$ cat src/rtl/cmd_response_ctrl.sv
// ---------------------------------------------------------------------------
// cmd_response_ctrl
//
// Sequences the CMD-line deserializer to capture one SD command response
// after a command has been sent. It waits for the start bit (bounded by the
// Ncr timeout), programs the frame size, and enables the deserializer. It
// runs a serial CRC7 on the incoming bits, checks the CRC and the end bit,
// and hands the frame and the error flags to the command FSM.
//
// Ports
//   clk            in   system clock, rising edge
//   reset          in   asynchronous, active-high reset
//   start          in   1-cycle pulse: expect a response (ignored unless idle)
//   resp_long      in   1 = 136-bit R2 frame, 0 = 48-bit frame; sampled on start
//   crc_check      in   1 = check CRC7 (0 for R3); sampled on start
//   cmd_in         in   raw CMD line
//   des_in         out  cmd_in registered once, feeds the deserializer input
//   des_enable     out  deserializer enable
//   des_reset      out  deserializer reset, one cycle after an accepted start
//   des_framesize  out  deserializer frame size (48 or 136)
//   des_complete   in   deserializer frame complete
//   des_out        in   deserializer frame; first bit at [framesize-1], end bit at [0]
//   busy           out  transaction in progress
//   done           out  1-cycle pulse: resp and error flags are valid
//   resp           out  captured frame, zero-extended above framesize
//   timeout_err    out  no start bit, or no des_complete, in time
//   crc_err        out  CRC7 mismatch
//   end_err        out  end bit was 0
// ---------------------------------------------------------------------------
module cmd_response_ctrl #(
    parameter int TIMEOUT_CYCLES = 64,
    parameter int SHORT_LEN      = 48,
    parameter int LONG_LEN       = 136,
    parameter int GUARD_CYCLES   = 4
) (
    input  logic         clk,
    input  logic         reset,
    input  logic         start,
    input  logic         resp_long,
    input  logic         crc_check,
    input  logic         cmd_in,
    output logic         des_in,
    output logic         des_enable,
    output logic         des_reset,
    output logic [7:0]   des_framesize,
    input  logic         des_complete,
    input  logic [135:0] des_out,
    output logic         busy,
    output logic         done,
    output logic [135:0] resp,
    output logic         timeout_err,
    output logic         crc_err,
    output logic         end_err
);

    localparam logic [1:0] S_IDLE       = 2'd0;
    localparam logic [1:0] S_WAIT_START = 2'd1;
    localparam logic [1:0] S_RECEIVE    = 2'd2;
    localparam logic [1:0] S_FINISH     = 2'd3;

    localparam int         TW         = $clog2(TIMEOUT_CYCLES + 1);
    localparam logic [TW-1:0] T_LAST  = TW'(TIMEOUT_CYCLES - 1);
    localparam logic [TW-1:0] T_MAX   = '1;

    localparam logic [7:0] SHORT_FS   = 8'(SHORT_LEN);
    localparam logic [7:0] LONG_FS    = 8'(LONG_LEN);

    // CRC7 covers everything ahead of the 7 CRC bits and the end bit; long
    // frames additionally skip their 8-bit header.
    localparam logic [8:0] SHORT_CRC_LAST = 9'(SHORT_LEN - 9);
    localparam logic [8:0] LONG_CRC_FIRST = 9'd8;
    localparam logic [8:0] LONG_CRC_LAST  = 9'(LONG_LEN - 9);

    localparam logic [135:0] ALL_ONES = '1;

    logic [1:0]    state;
    logic [TW-1:0] timer;
    logic [8:0]    bit_cnt;
    logic [6:0]    crc;
    logic          long_q;
    logic          crc_en_q;

    logic          crc_cov;
    logic [8:0]    rcv_limit;
    logic [135:0]  resp_mask;

    // Serial CRC7, polynomial x^7 + x^3 + 1.
    function automatic logic [6:0] crc7_next(input logic [6:0] c, input logic b);
        logic fb;
        fb = b ^ c[6];
        return {c[5:0], 1'b0} ^ (fb ? 7'h09 : 7'h00);
    endfunction

    always_comb begin
        // NOTE: every combinational output gets a default first, so no path
        // leaves it unassigned and no latch is inferred.
        crc_cov = 1'b0;
        if (long_q) begin
            crc_cov = (bit_cnt >= LONG_CRC_FIRST) && (bit_cnt <= LONG_CRC_LAST);
        end else begin
            crc_cov = (bit_cnt <= SHORT_CRC_LAST);
        end
    end

    assign rcv_limit = {1'b0, des_framesize} + 9'(GUARD_CYCLES);
    // Bits above the frame size are whatever the deserializer left there.
    assign resp_mask = ~(ALL_ONES << des_framesize);

    // NOTE: sequential state uses non-blocking assignments only, so every
    // register samples the pre-edge values of its neighbours.
    always_ff @(posedge clk or posedge reset) begin
        if (reset) begin
            state         <= S_IDLE;
            timer         <= '0;
            bit_cnt       <= '0;
            crc           <= '0;
            long_q        <= 1'b0;
            crc_en_q      <= 1'b0;
            des_in        <= 1'b1;
            des_enable    <= 1'b0;
            des_reset     <= 1'b0;
            des_framesize <= SHORT_FS;
            busy          <= 1'b0;
            done          <= 1'b0;
            resp          <= '0;
            timeout_err   <= 1'b0;
            crc_err       <= 1'b0;
            end_err       <= 1'b0;
        end else begin
            des_in    <= cmd_in;
            des_reset <= 1'b0;
            done      <= 1'b0;

            case (state)
                S_IDLE: begin
                    if (start) begin
                        long_q        <= resp_long;
                        crc_en_q      <= crc_check;
                        des_framesize <= resp_long ? LONG_FS : SHORT_FS;
                        des_reset     <= 1'b1;
                        timer         <= '0;
                        crc           <= '0;
                        bit_cnt       <= '0;
                        timeout_err   <= 1'b0;
                        crc_err       <= 1'b0;
                        end_err       <= 1'b0;
                        busy          <= 1'b1;
                        state         <= S_WAIT_START;
                    end
                end

                S_WAIT_START: begin
                    if (timer != T_MAX) begin
                        timer <= timer + 1'b1;
                    end
                    // The start bit wins over a simultaneous timeout.
                    if (!cmd_in) begin
                        des_enable <= 1'b1;
                        bit_cnt    <= 9'd1;
                        // Bit 0 is only inside the CRC range of short frames.
                        crc        <= long_q ? 7'd0 : crc7_next(7'd0, cmd_in);
                        state      <= S_RECEIVE;
                    end else if (timer == T_LAST) begin
                        timeout_err <= 1'b1;
                        done        <= 1'b1;
                        state       <= S_FINISH;
                    end
                end

                S_RECEIVE: begin
                    if (des_complete) begin
                        resp       <= des_out & resp_mask;
                        des_enable <= 1'b0;
                        crc_err    <= crc_en_q && (crc != des_out[7:1]);
                        end_err    <= !des_out[0];
                        done       <= 1'b1;
                        state      <= S_FINISH;
                    end else if (bit_cnt >= rcv_limit) begin
                        timeout_err <= 1'b1;
                        des_enable  <= 1'b0;
                        done        <= 1'b1;
                        state       <= S_FINISH;
                    end else begin
                        bit_cnt <= bit_cnt + 1'b1;
                        if (crc_cov) begin
                            crc <= crc7_next(crc, cmd_in);
                        end
                    end
                end

                S_FINISH: begin
                    busy  <= 1'b0;
                    state <= S_IDLE;
                end

                default: state <= S_IDLE;
            endcase
        end
    end

endmodule

$ cat config.mk
export PLATFORM = sky130hd
export DESIGN_NAME = cmd_response_ctrl
export DESIGN_NICKNAME = d
export VERILOG_FILES = /design/src/rtl/cmd_response_ctrl.sv
export SDC_FILE = /design/constraint.sdc
export NUM_CORES = 1
export LEC_CHECK = 0
export ABC_AREA = 1
export CAP_MARGIN = 20
export CORE_MARGIN = 2
export CORE_UTILIZATION = 44
export CTS_CLUSTER_DIAMETER = 30
export DETAILED_ROUTE_END_ITERATION = 6
export HOLD_SLACK_MARGIN = 0.05
export PLACE_DENSITY_LB_ADDON = 0.08
export SLEW_MARGIN = 40
export SYNTH_ARGS = -nofsm -noshare
export SYNTH_HDL_FRONTEND = slang
export SYNTH_SLANG_ARGS = --single-unit
$ cat constraint.sdc
create_clock -name clk -period 8.9 [get_ports clk]
set_clock_uncertainty 0.05 [all_clocks]
set_input_delay 2.225 -clock clk [delete_from_list [all_inputs] [get_ports clk]]
set_output_delay 2.225 -clock clk [all_outputs]
set_load 0.02 [all_outputs]
==> flow_summary_export.csv, run 1 <==
group,metric,value,unit
status,status,"completed",
timing,post-route-period-util,48.3,%
clocking,htree_levels,4,
timing,rsz0062_at_grt,"false",
detailed_routing,met2_length,10600,um
setup_path,endpoint,"crc[5]",
setup_path,critical_path.startpoint,"des_complete",
run,maxCapViolCount,0,
floorplanning,dieWidth,135,um
power,p_leak,0.00510,uW
final_layout,final_nets,1303,
final_layout,final_common_cell,"nand2_1",
grt,grt_max_degree,127,
final_layout,n_antenna_cell,0,
floorplanning,start_util,44.4,%
yosys,ys_ff_latch,172,
clocking,cts_resized,0,
final_layout,final_cell_mix,"352 x nand2_1, 290 x clkdlybuf4s50_1, 169 x dfrtp_1",
grt,grt_pass1_vias,6291,
setup_path,path_class,"primary input to register",
clocking,ctsRootBufferMaster,"clkbuf_16",
timing,hold_viol,0,
yosys,yosysSeqAreaShare,56.6,%
place,place_congestion,0.823,
yosys,avgSynthCellArea,8.55,um^2
setup_path,cp_max_fo,126,
timing,fmax,0.233,GHz
power,power_density,338,nW/um^2
detailed_routing,viasPerCell,4.84,
grt,grt_usage,23.5,%
detailed_routing,drc,0,
timing,finalCriticalPeriod,4.30,ns
yosys,yosysWarnings,0,
timing,drv_slew,0,
place,io_buffers,290,
timing,slew_headroom,52.7,%
detailed_routing,dr.pass1.iters,4,
final_layout,synthToLayoutAreaGrowth,46.7,%
clocking,cts.clk_slew.worst_paths,0.06,ns
setup_path,cp-end-kind,"register",
final_layout,layout-drive-gt1-share,4.82,%
timing,worstMarginPinSlew,0.710,ns
floorplanning,die_area,18400,um^2
worst_hold_path,hp-class,"register to register",
setup_path,critical_path_required,9.16,ns
setup_path,critPathArrivalTime,4.56,ns
detailed_routing,finalWirelength,21800,um
clocking,cts_buffer_depth,2,
timing,fin_setup_tns,0,ns
floorplanning,core_area,17100,um^2
place,placedInstanceArea,10600,um^2
grt,grt-ovfl-total,0,
clocking,cts_tree,"built",
place,dp_hpwl,15000,um
yosys,synth_cell_type_count,36,
yosys,synthTopCellsByArea,"dfrtp_1 56%, nand2_1 17%, o21ai_0 9.5%, nand3_1 2.0%, ha_1 1.8%",
grt,antenna_found_initial,0,
detailed_routing,wl_per_cell,15.8,um
detailed_routing,first_iter_violations,490,
yosys,synth_top_area_share,55.9,%
detailed_routing,wl_met3,1580,um
clocking,clkLatencyLatePin,0.43,ns
grt,grt_pass1_wl,33600,um
yosys,synth_cells,890,
clocking,post_cts_buffers,0,
yosys,synth_area,7610,um^2
setup_path,r2r_cells,9,
setup_path,worstSetupStartpointType,"primary input",
setup_path,rrSetupSlack,6.06,ns
detailed_routing,wl_met1,9160,um
final_layout,finalInstanceArea,11200,um^2
clocking,cts_buffers,17,
yosys,synth_top_area_cell,"dfrtp_1",
detailed_routing,postRouteAntennaNets,0,
setup_path,r2r-end,"crc[5]",
clocking,clock_sinks,172,
setup_path,reg2reg_from,"state[0]",
floorplanning,ios,295,
power,peakVddDrop,0.000173,V
detailed_routing,vias,6703,
timing,setup-violations-final,0,
floorplanning,row_count,48,
floorplanning,fp.dieH,135,um
clocking,cts_hold_buf,0,
detailed_routing,highest_layer,"met4",
## Yosys cell counts, drive strengths merged
| cell type | number |
|---|---|
| a21boi | 1 |
| a21oi | 11 |
| a31o | 1 |
| and2 | 1 |
| buf | 26 |
| clkbuf | 32 |
| conb | 1 |
| dfrtp | 170 |
| dfstp | 2 |
| ha | 11 |
| inv | 35 |
| nand2 | 358 |
| nand3 | 31 |
| nand3b | 1 |
| nand4 | 5 |
| nor2 | 25 |
| nor3 | 5 |
| nor3b | 2 |
| o211ai | 1 |
| o21a | 1 |
| o21ai | 153 |
| o21bai | 1 |
| o22ai | 1 |
| o31ai | 1 |
| or2 | 2 |
| xnor2 | 4 |
| xor2 | 8 |
## flip-flops by register name, indices dropped and copies added, names as in the netlist
name,cells
crc_en_q,1
des_enable,1
bit_cnt,9
state,2
des_framesize,2
end_err,1
done,1
crc_err,1
des_reset,1
des_in,1
timeout_err,1
timer,7
busy,1
crc,7
resp,136
## routing by layer
metal / up-vias / global-route usage [%]
met4: 0 / 8.22
li1: 3351 / -
met1: 3107 / 29.7
met3: 34 / 6.55
met2: 211 / 38.8
met5: - / 0
## area by class of cell
class	count	area, um^2
fill	1511	5960
sequential	172	4310
timing repair buffer	295	2950
multi-input combinational	628	2890
clock buffer	21	450
tap	225	282
clock inverter	10	140
inverter	35	138
## how the worst min path moves through the flow
stage	cells after the start	end	slack (ns)	startpoint
3_5_place_dp	2	resp[46]	0.42	resp[46]
6_report	2	resp[133]	0.43	resp[133]
2_1_floorplan	2	crc_en_q	0.40	crc_en_q
4_1_cts	2	resp[133]	0.44	resp[133]
5_1_grt	2	resp[48]	0.45	resp[48]
3_3_place_gp	2	resp[31]	0.41	resp[31]
## critical path, stage by stage
cell	delay [ns]
clkdlybuf4s50_1	0.52
nand2_8	0.56
nand2_1	0.16
nor3_2	0.16
a21boi_4	0.56
nand2_2	0.21
nand2_1	0.10
nand2_1	0.05
## kinds of logic after synthesis
group                    count (synthesis)  synth area share [%]
AND/OR/NAND/NOR                        430                  22.7
flip-flops                             172                  56.6
AO/OA/AOI/OAI                          171                  11.6
buffers and inverters                   93                  5.77
XOR/XNOR                                12                  1.38
adder cells (fa/ha/maj)                 11                  1.81
other                                    1                0.0493
## metrics by stage
stage	setup slack (ns)	total power (uW)	instances	util [%]	hold slack, ns
after global placement	4.23	3000	1355	61.7	0.414
after floorplan	1.97	2240	893	-	0.399
final	4.60	3770	1386	65.2	0.430
after CTS	4.62	3800	1386	65.2	0.437
after global routing	4.35	4010	1386	65.2	0.450
after detailed placement	4.17	3030	1355	61.7	0.422
## power by group
group / internal (uW) / total, uW / leakage, uW / switching, uW
combinational: 740 / 1760 / 0.00261 / 1020
clock: 448 / 756 / 0.000280 / 308
sequential: 1080 / 1250 / 0.00221 / 169
total: 2270 / 3770 / 0.00510 / 1500
No activity file was read; power rests on OpenSTA's default activity.
==> run 2: changes to the inputs <==
- CORE_UTILIZATION: 44 -> 40
- clock period: 8.9 -> 3.6 ns (I/O delays scaled with it)
==> flow_summary_export.csv, run 2 (same netlist as run 1, synthesis figures left out) <==
group,metric,value,unit
timing,final.setup.worst_slack,1.06,ns
timing,worstMarginPinSlew,0.680,ns
power,peakVddDrop,0.000354,V
run,maxCapViolCount,0,
setup_path,cp-end-kind,"output pin",
timing,drv_slew,0,
timing,fin_setup_tns,0,ns
grt,grt_pass1_wl,34500,um
grt,grt_usage,21.8,%
detailed_routing,finalWirelength,21800,um
grt,grt_pass1_vias,6426,
final_layout,n_antenna_cell,0,
power,comb_power_share,46.8,%
final_layout,layout-drive-gt1-share,5.48,%
place,place_ws,0.768,ns
setup_path,critPathArrivalTime,1.59,ns
clocking,clock_sinks,172,
setup_path,worstSetupStartpointType,"register",
place,placedInstanceArea,10700,um^2
place,io_buffers,290,
clocking,cts.clk_slew.worst_paths,0.06,ns
clocking,cts_tree,"built",
clocking,cts_buffer_depth,2,
setup_path,path_delay_family,"buffers and inverters",
final_layout,synthToLayoutAreaGrowth,48.0,%
clocking,post_cts_buffers,0,
floorplanning,ios,295,
detailed_routing,drc,0,
final_layout,regArea,4310,um^2
power,swShare,39.7,%
status,status,"completed",
clocking,ctsRootBufferMaster,"clkbuf_16",
power,p_switching,3720,uW
worst_hold_path,hp-class,"register to register",
clocking,clkLatencyLatePin,0.42,ns
power,power_density,832,nW/um^2
timing,hold_viol,0,
power,clkPwrFrac,20.0,%
floorplanning,fp.dieH,142,um
setup_path,cp_max_fo,4,
clocking,cts_resized,0,
clocking,htree_levels,4,
clocking,cts_hold_buf,0,
floorplanning,start_util,40.7,%
timing,post-route-period-util,70.7,%
detailed_routing,wl_per_cell,15.6,um
place,dp_hpwl,15300,um
final_layout,instances_no_fill,1401,
setup_path,path_class,"register to output pin",
setup_path,crit_chain,"clkdlybuf4s50_1",
timing,setup-violations-final,0,
setup_path,slowest_delay,0.61,ns
final_layout,multi_input_area,2890,um^2
floorplanning,dieWidth,142,um
place,place_congestion,0.805,
grt,grt-ovfl-total,0,
clocking,cts_buffers,17,
final_layout,reg.largest.list,"resp: 136 flops, bit_cnt: 9 flops",
power,p_int,5640,uW
detailed_routing,dr.pass1.iters,4,
final_layout,largest_reg_flops,136,
detailed_routing,vias,6678,
timing,rsz0062_at_grt,"false",
power,p_leak,0.00516,uW
floorplanning,row_count,50,
detailed_routing,postRouteAntennaNets,0,
final_layout,largest_register,"resp",
grt,grt_max_degree,161,
final_layout,final_nets,1309,
final_layout,finalInstanceArea,11300,um^2
timing,finalCriticalPeriod,2.54,ns
timing,slew_headroom,54.7,%
final_layout,final_util,60.2,%
final_layout,nFillCells,1678,
setup_path,cp_slowest_cell,"clkdlybuf4s50_1",
floorplanning,core_area,18700,um^2
final_layout,final_common_cell,"nand2_1",
place,dp.cells,1370,
grt,antenna_found_initial,0,
final_layout,final_cell_mix,"352 x nand2_1, 290 x clkdlybuf4s50_1, 169 x dfrtp_1",
power,seqPwrFrac,33.1,%
floorplanning,die_area,20100,um^2
detailed_routing,first_iter_violations,347,
setup_path,crit_buf_inv,1,
detailed_routing,viasPerCell,4.77,
timing,fmax,0.393,GHz
setup_path,critical_path_required,2.65,ns
==> run 2: changes by cell type in the layout (fill, tap and decap cells not counted), sizes merged <==
cell and delta:
bufinv -1, clkbuf +1, inv -2, buf +6
clkinv +2
==> run 2: worst paths after layout <==
kind,from,cells past startpoint,end,slack [ns]
worst max-delay path,des_framesize[5],1,des_framesize[4],1.06
worst min-delay path,des_enable,2,des_enable,0.42
worst min register to register,des_enable,2,des_enable,0.42
max in group asynchronous,reset,3,resp[71],2.08
worst max register to register,state[0],9,resp[27],1.31
min in group asynchronous,reset,3,resp[104],0.93
==> run 2: stage by stage <==
stage	total power (uW)	hold WS, ns
floorplan	5550	0.399
global placement	7500	0.410
detailed placement	7560	0.411
CTS	9470	0.427
global route	10000	0.454
finish	9360	0.421
==> run 2: cell type report <==
| class | instances | share of cell area [%] |
|---|---|---|
| clock buffer | 22 | 4.39 |
| clock inverter | 9 | 0.989 |
| inverter | 35 | 1.20 |
| multi-input combinational | 628 | 25.7 |
| sequential | 172 | 38.3 |
| tap | 234 | 2.60 |
| timing repair buffer | 301 | 26.9 |
==> run 2: routing by layer <==
metal  global-route usage [%]  routed length [um]  vias up
met5                        0                   0        -
met3                     6.34                1480       27
met1                     28.0                9500     3086
met4                     7.84                 460        0
li1                         -                   -     3369
met2                     35.4               10400      196
==> run 2: power groups by stage <==
stage	Clock (uW)	Sequential (uW)	Combinational (uW)
floorplan	0	3900	1650
global placement	0	3110	4380
detailed placement	0	3130	4430
CTS	1930	3100	4440
global route	2020	3190	4800
finish	1880	3100	4380
==> patch 1, RTL diff (settings of run 2) <==
The parameter `TIMEOUT_CYCLES` goes from 64 to 128.
--- a/src/rtl/cmd_response_ctrl.sv
+++ b/src/rtl/cmd_response_ctrl.sv
@@ -29,5 +29,5 @@
 // ---------------------------------------------------------------------------
 module cmd_response_ctrl #(
-    parameter int TIMEOUT_CYCLES = 64,
+    parameter int TIMEOUT_CYCLES = 128,
     parameter int SHORT_LEN      = 48,
     parameter int LONG_LEN       = 136,
Behaviour: no difference found for any inputs over 4 cycles, from zero or initial values and one cycle with reset high; that may be too few to reach the edited logic, so the function may still have changed.
==> patch 1 against run 2 <==
- worst setup slack worse by 0.029 ns
- wire length is 3.2% higher
- sequential cell count is 1 higher
- synthesized area is 1.2% higher
- die area is 1.2% higher
- hold slack better by 0.00064 ns
- design area is 0.96% higher
- total power is 0.59% lower
==> patch 1: results (changes against run 2) <==
| Metric | Value |
|---|---|
| Syn_area_per_cell | 8.43 sq um (was 8.55 sq um) |
| Met3 WL | 1430 um (was 1480 um) |
| Layout cell share with drive strength beyond 1 | 4.79% (was 5.48%) |
| Critical path peak fanout | 14 (was 4) |
| WL final | 22600 um (was 21800 um) |
| Final #Nets | 1332 (was 1309) |
| Sw Pwr | 3770 uW (was 3720 uW) |
| Crit path time final | 2.57 ns (was 2.54 ns) |
| Slew @ Worst Pin | 0.796 ns (was 0.680 ns) |
| Logic pwr share | 47.5% (was 46.8%) |
| Cell internal pwr | 5540 uW (was 5640 uW) |
| Placer Congestion | 0.796 (was 0.805) |
| Sequential power | 3110 uW (was 3100 uW) |
| Met1 Track Usage GR | 29.5% (was 28.0%) |
| Met3 usage | 5.67% (was 6.34%) |
| Worst reg2reg path depth | 6 (was 9) |
| Crit path from | des_framesize[3]$_DFFE_PP0P_ (was des_framesize[5]$_DFFE_PP1P_) |
| Synth cell count leaders | nand2_1, dfrtp_1, o21ai_0 (unchanged) |
| Status | finished clean (unchanged) |
| Regs by FF count | resp (136), bit_cnt (9), timer (8) (was resp (136), bit_cnt (9)) |
| Met2 usage | 34.7% (was 35.4%) |
| R2R Setup Slk | 1.34 ns (was 1.31 ns) |
| Number of global-route vias before repair | 6359 (was 6426) |
| Seq/Total Area, Yosys | 56.3% (was 56.6%) |
| Met2 routed wirelength | 10700 um (was 10400 um) |
| Hpwl dp | 15800 um (was 15300 um) |
| Post-synthesis cell type count | 34 (was 36) |
| Peak supply drop | 409 uV (was 354 uV) |
| WL met1 | 10000 um (was 9500 um) |
| Fillers | 1683 (was 1678) |
| Vias | 6853 (was 6678) |
| DR WL/cell | 15.8 um (was 15.6 um) |
-- patch 1: changes by cell type after synthesis, moves of 3 or more --
cell	run 2	this run
nand2_1	352	358
a21oi_1	11	8
nor2_1	23	26
o21ai_0	144	152
nor3_1	4	9
buf_2	12	22
clkbuf_1	32	24
inv_1	32	42
-- patch 1: kinds of logic after synthesis --
| family | Yosys count | synth area share [%] |
|---|---|---|
| XOR/XNOR | 12 | 1.36 |
| AND/OR/NAND/NOR | 438 | 22.6 |
| AO/OA/AOI/OAI | 175 | 11.7 |
| flip-flops | 173 | 56.3 |
| other | 1 | 0.0487 |
| buffers and inverters | 103 | 6.21 |
| adder cells (fa/ha/maj) | 11 | 1.79 |
-- patch 1: area by class of cell --
cell class | count | area share [%]
Timing Repair Buffer | 302 | 27.2
Sequential cell | 173 | 38.1
Inverter | 44 | 1.49
Multi-Input combinational cell | 640 | 25.6
Tap cell | 234 | 2.58
Clock inverter | 11 | 0.991
Clock buffer | 20 | 4.02
-- patch 1: how the worst min path moves through the flow --
| stage | start | slack [ns] | depth (start not counted) | to |
|---|---|---|---|---|
| after floorplan | crc[3]$_DFFE_PP0P_ | 0.43 | 2 | crc[3]$_DFFE_PP0P_ |
| after global placement | des_enable$_DFFE_PP0P_ | 0.41 | 2 | des_enable$_DFFE_PP0P_ |
| after detailed placement | des_enable$_DFFE_PP0P_ | 0.41 | 2 | des_enable$_DFFE_PP0P_ |
| after CTS | des_enable$_DFFE_PP0P_ | 0.43 | 2 | des_enable$_DFFE_PP0P_ |
| after global routing | resp[54]$_DFFE_PP0P_ | 0.46 | 2 | resp[54]$_DFFE_PP0P_ |
| final | des_enable$_DFFE_PP0P_ | 0.42 | 2 | des_enable$_DFFE_PP0P_ |
==> patch 2, RTL diff (config.mk and constraints of run 2) <==
Made on the original files. Reset style: synchronous (`reset`), changed in one clocked block. Comments in the files are not updated.
--- a/src/rtl/cmd_response_ctrl.sv
+++ b/src/rtl/cmd_response_ctrl.sv
@@ -109,5 +109,5 @@
     // NOTE: sequential state uses non-blocking assignments only, so every
     // register samples the pre-edge values of its neighbours.
-    always_ff @(posedge clk or posedge reset) begin
+    always_ff @(posedge clk) begin
         if (reset) begin
             state         <= S_IDLE;
Behaviour: differs if reset is asserted again (counterexample within 4 cycles, from zero or initial values and one cycle with reset high); with reset held inactive, the same outputs for 4 cycles.
==> patch 2 against run 2 <==
- sequential cell count unchanged
- design area decreased by 5.7%
- wire length increased by 4.4%
- die area decreased by 7.0%
- maximum frequency increased by 4.0%
- synthesized area decreased by 7.2%
- worst setup slack improved by 0.098 ns
- highest routed layer unchanged
Power is not compared: it rests on default switching activity, and its combinational part moved more than twofold at a synthesized area within 25%.
==> patch 2: results (changes against run 2) <==
| Metric | Value |
|---|---|
| Number of global-route vias before repair | 6380 (was 6426) |
| Relative max-transition margin | 46.5% (was 54.7%) |
| Worst hold stages | 2 (unchanged) |
| Arr. time, crit path | 1.50 ns (was 1.59 ns) |
| Tot GR Track Use | 23.8% (was 21.8%) |
| WL final | 22800 um (was 21800 um) |
| Post-synthesis cell type count | 31 (was 36) |
| Area of the multi-input gates | 3130 sq um (was 2890 sq um) |
| Hpwl dp | 15000 um (was 15300 um) |
| Crit path from | des_framesize[5]$_SDFFE_PP1P_ (was des_framesize[5]$_DFFE_PP1P_) |
| Worst slack, placed | 0.796 ns (was 0.768 ns) |
| Worst Setup EP | des_framesize[5] (was des_framesize[4]) |
| Final period utilization | 67.9% (was 70.7%) |
| Largest net degree at the start of global routing | 137 (was 161) |
| Hold path endpoint | end_err$_SDFFE_PP0P_ (was des_enable$_DFFE_PP0P_) |
| Seq/Total Area, Yosys | 48.8% (was 56.6%) |
| DR WL/cell | 16.1 um (was 15.6 um) |
| Status | finished clean (unchanged) |
| Initial DRC count | 461 (was 347) |
| Crit path largest cell delay | 0.64 ns (was 0.61 ns) |
| Logic pwr share | 30.8% |
| Comb group | 1890 uW |
| Final #Nets | 1337 (was 1309) |
| 1st-pass router iterations | 5 (was 4) |
| Placed insts | 1389 (was 1370) |
| Hold slack | 0.412 ns (was 0.421 ns) |
| Post-Synthesis Cells | 939 (was 890) |
| Ys flop type | dfxtp_1 (was dfrtp_1) |
| Fillers | 1605 (was 1678) |
| CTS Buffer Depth | 2 (unchanged) |
| Peak supply drop | 514 uV |
| FFs w/ async S/R, synth | 0% (was 100%) |
| Top cells by area, synth | dfxtp_1, a21oi_1, nand2_1, nand3_1, nor2_1 (was dfrtp_1, nand2_1, o21ai_0, nand3_1, ha_1) |
| Vias | 7102 (was 6678) |
| Xor-xnor portion of the synthesized cell area | 1.24% (was 1.38%) |
| Post-DP Area | 10000 sq um (was 10700 sq um) |
| Worst min-delay path startpoint | end_err$_SDFFE_PP0P_ (was des_enable$_DFFE_PP0P_) |
| Reg2reg end | crc_err$_SDFFE_PP0P_ (was resp[27]$_DFFE_PP0P_) |
| First-pass GRT wire length | 34700 um (was 34500 um) |
| Layout cell share with drive strength beyond 1 | 4.60% (was 5.48%) |
| Compound-Gate Fraction of Synth Area | 17.2% (was 11.6%) |
| Clk pin slew, worst setup/hold paths | 0.07 ns |
| Placer Congestion | 0.845 (was 0.805) |
| R2R Path Start | state[0]$_SDFFE_PP0P_ (was state[0]$_DFFE_PP0P_) |
| Synth Area in Adders | 1.95% (was 1.81%) |
| Synth cell count leaders | dfxtp_1, a21oi_1, nand2_1 (was nand2_1, dfrtp_1, o21ai_0) |
[patch 2: cell types whose count changed after synthesis, sizes merged, moves of 4 or more]
cell / change
nand2: -193
dfxtp: +172
dfrtp: -170
o21ai: -89
nor2: +72
nand3: +87
inv: +4
a21oi: +156
buf: +6
clkbuf: +12
[patch 2: metal layers]
metal / GRT usage, % / wire length (um) / vias to the layer above / share of wire (%)
met5: 0 / 0 / - / 0
met4: 7.79 / 496 / 0 / 2.2
met3: 10.2 / 1870 / 29 / 8.2
met2: 38.4 / 11000 / 205 / 48
met1: 28.6 / 9460 / 3259 / 41
li1: - / - / 3609 / -
[patch 2: layout make-up]
class                      count  area share [%]
clock buffer                  20            4.30
sequential                   172            32.5
multi-input combinational    655            29.5
inverter                      39            1.40
timing repair buffer         298            28.2
clock inverter                12            1.51
tap                          225            2.65
[patch 2: worst min-delay path, delay by kind of cell (launching register included)]
family / cells / cell delay, ns
AND/OR/NAND/NOR: 1 / 0.06
AO/OA/AOI/OAI: 1 / 0.05
flip-flops: 1 / 0.31
